===== config.mk =====
export PLATFORM = sky130hd
export DESIGN_NAME = mig_app_arbiter
export DESIGN_NICKNAME = d
export VERILOG_FILES = /design/src/rtl/mig_app_pkg.sv /design/src/rtl/mig_rd_tag_fifo.sv /design/src/rtl/mig_app_arbiter.sv
export SDC_FILE = /design/constraint.sdc
export NUM_CORES = 1
export LEC_CHECK = 0
export CAP_MARGIN = 30
export CORE_AREA = 2 2 294 296
export CTS_CLUSTER_DIAMETER = 40
export DETAILED_ROUTE_END_ITERATION = 10
export DIE_AREA = 0 0 296 298
export PLACE_DENSITY = 0.38
export SLEW_MARGIN = 20
export SYNTH_ARGS = -nofsm -noshare
export SYNTH_HDL_FRONTEND = slang
export SYNTH_SLANG_ARGS = --single-unit

===== constraint.sdc =====
create_clock -name ui_clk -period 3.32 [get_ports ui_clk]
set_clock_uncertainty 0.1 [all_clocks]
set_input_delay 0.498 -clock ui_clk [delete_from_list [all_inputs] [get_ports ui_clk]]
set_output_delay 0.498 -clock ui_clk [all_outputs]
set_load 0.03 [all_outputs]

===== src/rtl/mig_app_pkg.sv =====
// Shared constants and FSM encoding for the two-port MIG app arbiter.
package mig_app_pkg;

   localparam int ADDR_WIDTH_DEF     = 28;
   localparam int APP_DATA_WIDTH_DEF = 128;
   localparam int TAG_DEPTH_DEF      = 16;

   localparam logic [2:0] CMD_WRITE = 3'd0;
   localparam logic [2:0] CMD_READ  = 3'd1;

   typedef enum logic [1:0] {
      ST_CALIB = 2'd0,
      ST_ARB   = 2'd1,
      ST_ISSUE = 2'd2
   } arb_state_t;

endpackage


===== src/rtl/mig_rd_tag_fifo.sv =====
// Read-tag FIFO: remembers which requester owns each outstanding read.
module mig_rd_tag_fifo #(
   parameter int DEPTH = 16
) (
   input  logic                     clk,
   input  logic                     rst,
   input  logic                     push,
   input  logic                     push_tag,
   input  logic                     pop,
   output logic                     pop_tag,
   output logic                     full,
   output logic                     empty,
   output logic [$clog2(DEPTH):0]   count
);

   localparam int AW = $clog2(DEPTH);

   logic [DEPTH-1:0] mem;
   logic [AW-1:0]    wr_ptr;
   logic [AW-1:0]    rd_ptr;
   logic             do_push;
   logic             do_pop;

   assign full    = (count == (AW+1)'(DEPTH));
   assign empty   = (count == '0);
   assign do_push = push & ~full;
   assign do_pop  = pop & ~empty;
   assign pop_tag = mem[rd_ptr];

   // Pointers are AW bits wide, so they wrap modulo DEPTH on their own.
   always_ff @(posedge clk) begin
      if (rst) begin
         wr_ptr <= '0;
         rd_ptr <= '0;
         count  <= '0;
      end else begin
         if (do_push) wr_ptr <= wr_ptr + 1'b1;
         if (do_pop)  rd_ptr <= rd_ptr + 1'b1;
         case ({do_push, do_pop})
            2'b10:   count <= count + 1'b1;
            2'b01:   count <= count - 1'b1;
            default: count <= count;
         endcase
      end
   end

   always_ff @(posedge clk) begin
      if (do_push) mem[wr_ptr] <= push_tag;
   end

endmodule


===== src/rtl/mig_app_arbiter.sv =====
// Round-robin arbiter sharing one MIG app port between two requesters,
// with read data steered back to its requester through a tag FIFO.
module mig_app_arbiter
   import mig_app_pkg::*;
#(
   parameter int ADDR_WIDTH     = ADDR_WIDTH_DEF,
   parameter int APP_DATA_WIDTH = APP_DATA_WIDTH_DEF,
   parameter int TAG_DEPTH      = TAG_DEPTH_DEF
) (
   input  logic                        ui_clk,
   input  logic                        ui_rst,
   input  logic                        init_calib_complete,
   input  logic [1:0]                  req_en,
   input  logic [1:0]                  req_wr,
   input  logic [2*ADDR_WIDTH-1:0]     req_addr,
   input  logic [2*APP_DATA_WIDTH-1:0] req_wdata,
   output logic [1:0]                  req_rdy,
   output logic [APP_DATA_WIDTH-1:0]   rd_data,
   output logic [1:0]                  rd_valid,
   output logic                        app_en,
   output logic                        app_wdf_wren,
   output logic                        app_wdf_end,
   output logic [2:0]                  app_cmd,
   output logic [ADDR_WIDTH-1:0]       app_addr,
   output logic [APP_DATA_WIDTH-1:0]   app_wdf_data,
   input  logic                        app_rdy,
   input  logic                        app_wdf_rdy,
   input  logic                        app_rd_data_valid,
   input  logic [APP_DATA_WIDTH-1:0]   app_rd_data,
   output logic [$clog2(TAG_DEPTH):0]  rd_pending,
   output logic                        err_orphan
);

   arb_state_t state;
   logic       grant;
   logic       last_grant;
   logic       g_en;
   logic       g_wr;
   logic       issue_ok;
   logic       tag_full;
   logic       tag_empty;
   logic       tag_out;
   logic       push;
   logic       pop;

   assign g_en = grant ? req_en[1] : req_en[0];
   assign g_wr = grant ? req_wr[1] : req_wr[0];

   // A full tag FIFO only holds back reads; writes need no tag.
   assign issue_ok = g_wr ? (app_rdy & app_wdf_rdy)
                          : (app_rdy & ~tag_full);

   assign app_en       = ~ui_rst & (state == ST_ISSUE) & g_en & issue_ok;
   assign app_wdf_wren = app_en & g_wr;
   assign app_wdf_end  = app_en & g_wr;
   assign app_cmd      = g_wr ? CMD_WRITE : CMD_READ;

   assign app_addr = grant ? req_addr[2*ADDR_WIDTH-1:ADDR_WIDTH]
                           : req_addr[ADDR_WIDTH-1:0];

   assign app_wdf_data = grant ? req_wdata[2*APP_DATA_WIDTH-1:APP_DATA_WIDTH]
                               : req_wdata[APP_DATA_WIDTH-1:0];

   assign req_rdy = grant ? {app_en, 1'b0} : {1'b0, app_en};

   assign push     = app_en & ~g_wr;
   assign pop      = ~ui_rst & app_rd_data_valid & ~tag_empty;
   assign rd_valid = {pop & tag_out, pop & ~tag_out};
   assign rd_data  = app_rd_data;

   always_ff @(posedge ui_clk) begin
      if (ui_rst) begin
         state      <= ST_CALIB;
         grant      <= 1'b0;
         last_grant <= 1'b1;
      end else begin
         case (state)
            ST_CALIB: begin
               if (init_calib_complete) state <= ST_ARB;
            end
            ST_ARB: begin
               if (!init_calib_complete) begin
                  state <= ST_CALIB;
               end else if (|req_en) begin
                  grant <= req_en[~last_grant] ? ~last_grant : last_grant;
                  state <= ST_ISSUE;
               end
            end
            ST_ISSUE: begin
               if (app_en) begin
                  last_grant <= grant;
                  state      <= ST_ARB;
               end else if (!g_en) begin
                  state <= ST_ARB;
               end
            end
            default: state <= ST_CALIB;
         endcase
      end
   end

   always_ff @(posedge ui_clk) begin
      if (ui_rst)                                err_orphan <= 1'b0;
      else if (app_rd_data_valid && tag_empty)   err_orphan <= 1'b1;
   end

   mig_rd_tag_fifo #(
      .DEPTH (TAG_DEPTH)
   ) u_tag_fifo (
      .clk      (ui_clk),
      .rst      (ui_rst),
      .push     (push),
      .push_tag (grant),
      .pop      (pop),
      .pop_tag  (tag_out),
      .full     (tag_full),
      .empty    (tag_empty),
      .count    (rd_pending)
   );

endmodule


==> flow_summary.json <==
{
  "via_per_inst": 2.625,
  "grt_pass1_wl_mm": 60.60,
  "met2_usage_pct": 16.78,
  "worst_pin_slew_ns": 0.5822,
  "worstSkewPairLatency_ns": 0.28,
  "postRouteAntennaNets": 0,
  "postCtsSetupRepairBufs": 0,
  "cts_root_buf": "clkbuf_16",
  "maxCapViolations": 0,
  "fin_area_um2": 10250,
  "synth_top_area_share_pct": 37.94,
  "grt_max_degree": 57,
  "nNetsFinal": 1293,
  "synth-edff-count": 16,
  "status": "completed",
  "vdd_drop_max_v": 0.0002681,
  "end_kind": "output port",
  "cts.sinks": 34,
  "io_pins": 750,
  "routed_wirelength_mm": 49.56,
  "p_per_area_nw_per_um2": 213.7,
  "cp_max_fo": 7,
  "place.gp.congestion": 0.8087,
  "core-area_um2": 84880,
  "worst_path_max_delay_cell": "clkdlybuf4s50_1",
  "start_kind": "register",
  "cp_cell_sequence": "mux4_2 -> mux2i_1 -> mux2_2 -> and2_1 -> clkdlybuf4s50_1",
  "worstPathRequired_ns": 2.72,
  "synth_area_per_cell_um2": 9.852,
  "final_max_slew_viol_count": 0,
  "dieArea_um2": 88210,
  "final_layout_size_suffix_gt1_share_pct": 25.63,
  "htree_levels": 2,
  "placed_area_um2": 10040,
  "layout_commonest_cell": "clkdlybuf4s50_1",
  "crit_arrival_ns": 2.54,
  "utilization_pct": 12.08,
  "syn_area_um2": 4689,
  "synth_cells": 476,
  "dp.final_hpwl_mm": 45.76,
  "cts_tree": "built",
  "rsz0062_at_grt": "no",
  "ys_seq_area_share_pct": 17.93,
  "cts_resized": 0,
  "met1_usage_pct": 11.62,
  "slew-limit-headroom_pct": 60.83,
  "synthFlopType": "dfxtp_1",
  "clockBufferDepth": 2,
  "grt_pass1_vias": 5693,
  "cpPeakStageDelay_ns": 0.68,
  "io_buffers": 491,
  "syn_to_final_growth_pct": 118.6,
  "hold_viol_final": 0,
  "synth-warning-count": 0,
  "min_period_ns": 3.140,
  "busiest_layer": "met2",
  "antenna_found_initial": 59,
  "grt_overflow_total": 0,
  "rows": 107,
  "cts-hold-fix-buffers": 0,
  "synth_top_cell_by_area": "mux2_2",
  "wl_per_cell_um": 24.95,
  "worst-setup-path-type": "reg2out",
  "hp-class": "reg2reg",
  "p_leak_nw": 3.329,
  "async_reset_ff_share_pct": 0,
  "finalCritPeriodShare_pct": 94.57,
  "dr.first_iter.drc_count": 129,
  "path_clk_slew_ns": 0.05,
  "max_freq_mhz": 318.5,
  "die_h_um": 298,
  "finalSetupTns_ns": 0,
  "initial_core_util_pct": 5.525,
  "ys_ff_latch": 34,
  "fp.dieW_um": 296,
  "setup_violations": 0,
  "synth_area_leaders": "mux2_2 (38%), buf_4 (21%), edfxtp_1 (10%)",
  "grtUsageMet3_pct": 8.131,
  "numCtsBuffers": 5,
  "num_vias": 5214,
  "grtUsageTotal_pct": 10.75,
  "layout_common_cells": "clkdlybuf4s50_1 (475), mux2_2 (158), buf_4 (31), nor2_1 (26), dfxtp_1 (17)",
  "yosysUniqueCellTypes": 51,
  "drc_errors": 0,
  "first_pass_iters": 4
}
area by class of cell:
type                    instances  area [um2]
fillers                      9796       74630
clock inverters                 3       68.82
clock buffers                   5       125.1
multi-input cells             279        2715
well taps                    1144        1431
diodes                          7       17.52
flip-flops and latches         34       844.6
repair buffers                508        5027
inverters                       6       22.52
state kept, by name, summed over array words and instances (netlist names):
signal	count
err_orphan	1
grant	1
state	2
u_tag_fifo.count	5
u_tag_fifo.rd_ptr	4
u_tag_fifo.mem	16
last_grant	1
u_tag_fifo.wr_ptr	4
cell families (layout without fill, tap and decap cells):
kind of cell / Yosys count / count (layout) / synth area share, %
multiplexers: 172 / 172 / 42.40
AND/OR/NAND/NOR: 65 / 65 / 7.604
flip-flops: 34 / 34 / 17.93
AO/OA/AOI/OAI: 25 / 25 / 4.216
adder cells (fa/ha/maj): 9 / 9 / 2.401
buffers and inverters: 164 / 522 / 24.25
XOR/XNOR: 6 / 6 / 1.121
other: 1 / 9 / 0.07997
worst max-delay path: cells and delay by family (launching register included):
family                 cells  cell delay, ns
muxes                      3            0.89
buffers and inverters      1            0.68
DFF                        1            0.56
and+or+nand+nor            1            0.14
worst paths after layout:
check                           slack, ns  cells past startpoint             endpoint            startpoint
worst min register to register       0.38                      2           err_orphan            err_orphan
worst max-delay path                 0.18                      5          rd_valid[0]  u_tag_fifo.rd_ptr[0]
worst max register to register       0.30                     10  u_tag_fifo.count[4]   u_tag_fifo.count[2]
worst min-delay path                 0.38                      2           err_orphan            err_orphan
synthesized netlist by cell type, drive strengths merged, types with 7 or more instances:
cell type	count
mux2i	8
ha	9
nor2	26
nor3	7
mux2	160
buf	150
clkbuf	8
edfxtp	16
nand2	7
dfxtp	18
layer usage:
layer | vias to the layer above | share of wire (%)
met2 | 406 | 43
met5 | - | 0.37
met4 | 32 | 2.3
met3 | 137 | 17
met1 | 2358 | 38
li1 | 2281 | -
power by group:
group / internal, W / total (W) / switching (W)
Clock: 0.000431 / 0.000614 / 0.000183
Sequential: 0.000438 / 0.000443 / 0.00000489
Combinational: 0.000630 / 0.00113 / 0.000503
Total: 0.00150 / 0.00219 / 0.000691
metrics by stage:
step | hold slack [ns] | power [W] | instances | setup WS (ns)
3_3_place_gp | 0.3694 | 0.001606 | 1971 | 0.02577
5_1_grt | 0.4164 | 0.002287 | 1980 | 0.03634
2_1_floorplan | 0.3759 | 0.001163 | 477 | 0.3013
3_5_place_dp | 0.3809 | 0.001601 | 1971 | 0.1055
4_1_cts | 0.3940 | 0.002236 | 1979 | 0.1458
6_report | 0.3815 | 0.002191 | 1986 | 0.1802
Note: power is estimated with default switching activity, not from simulation.
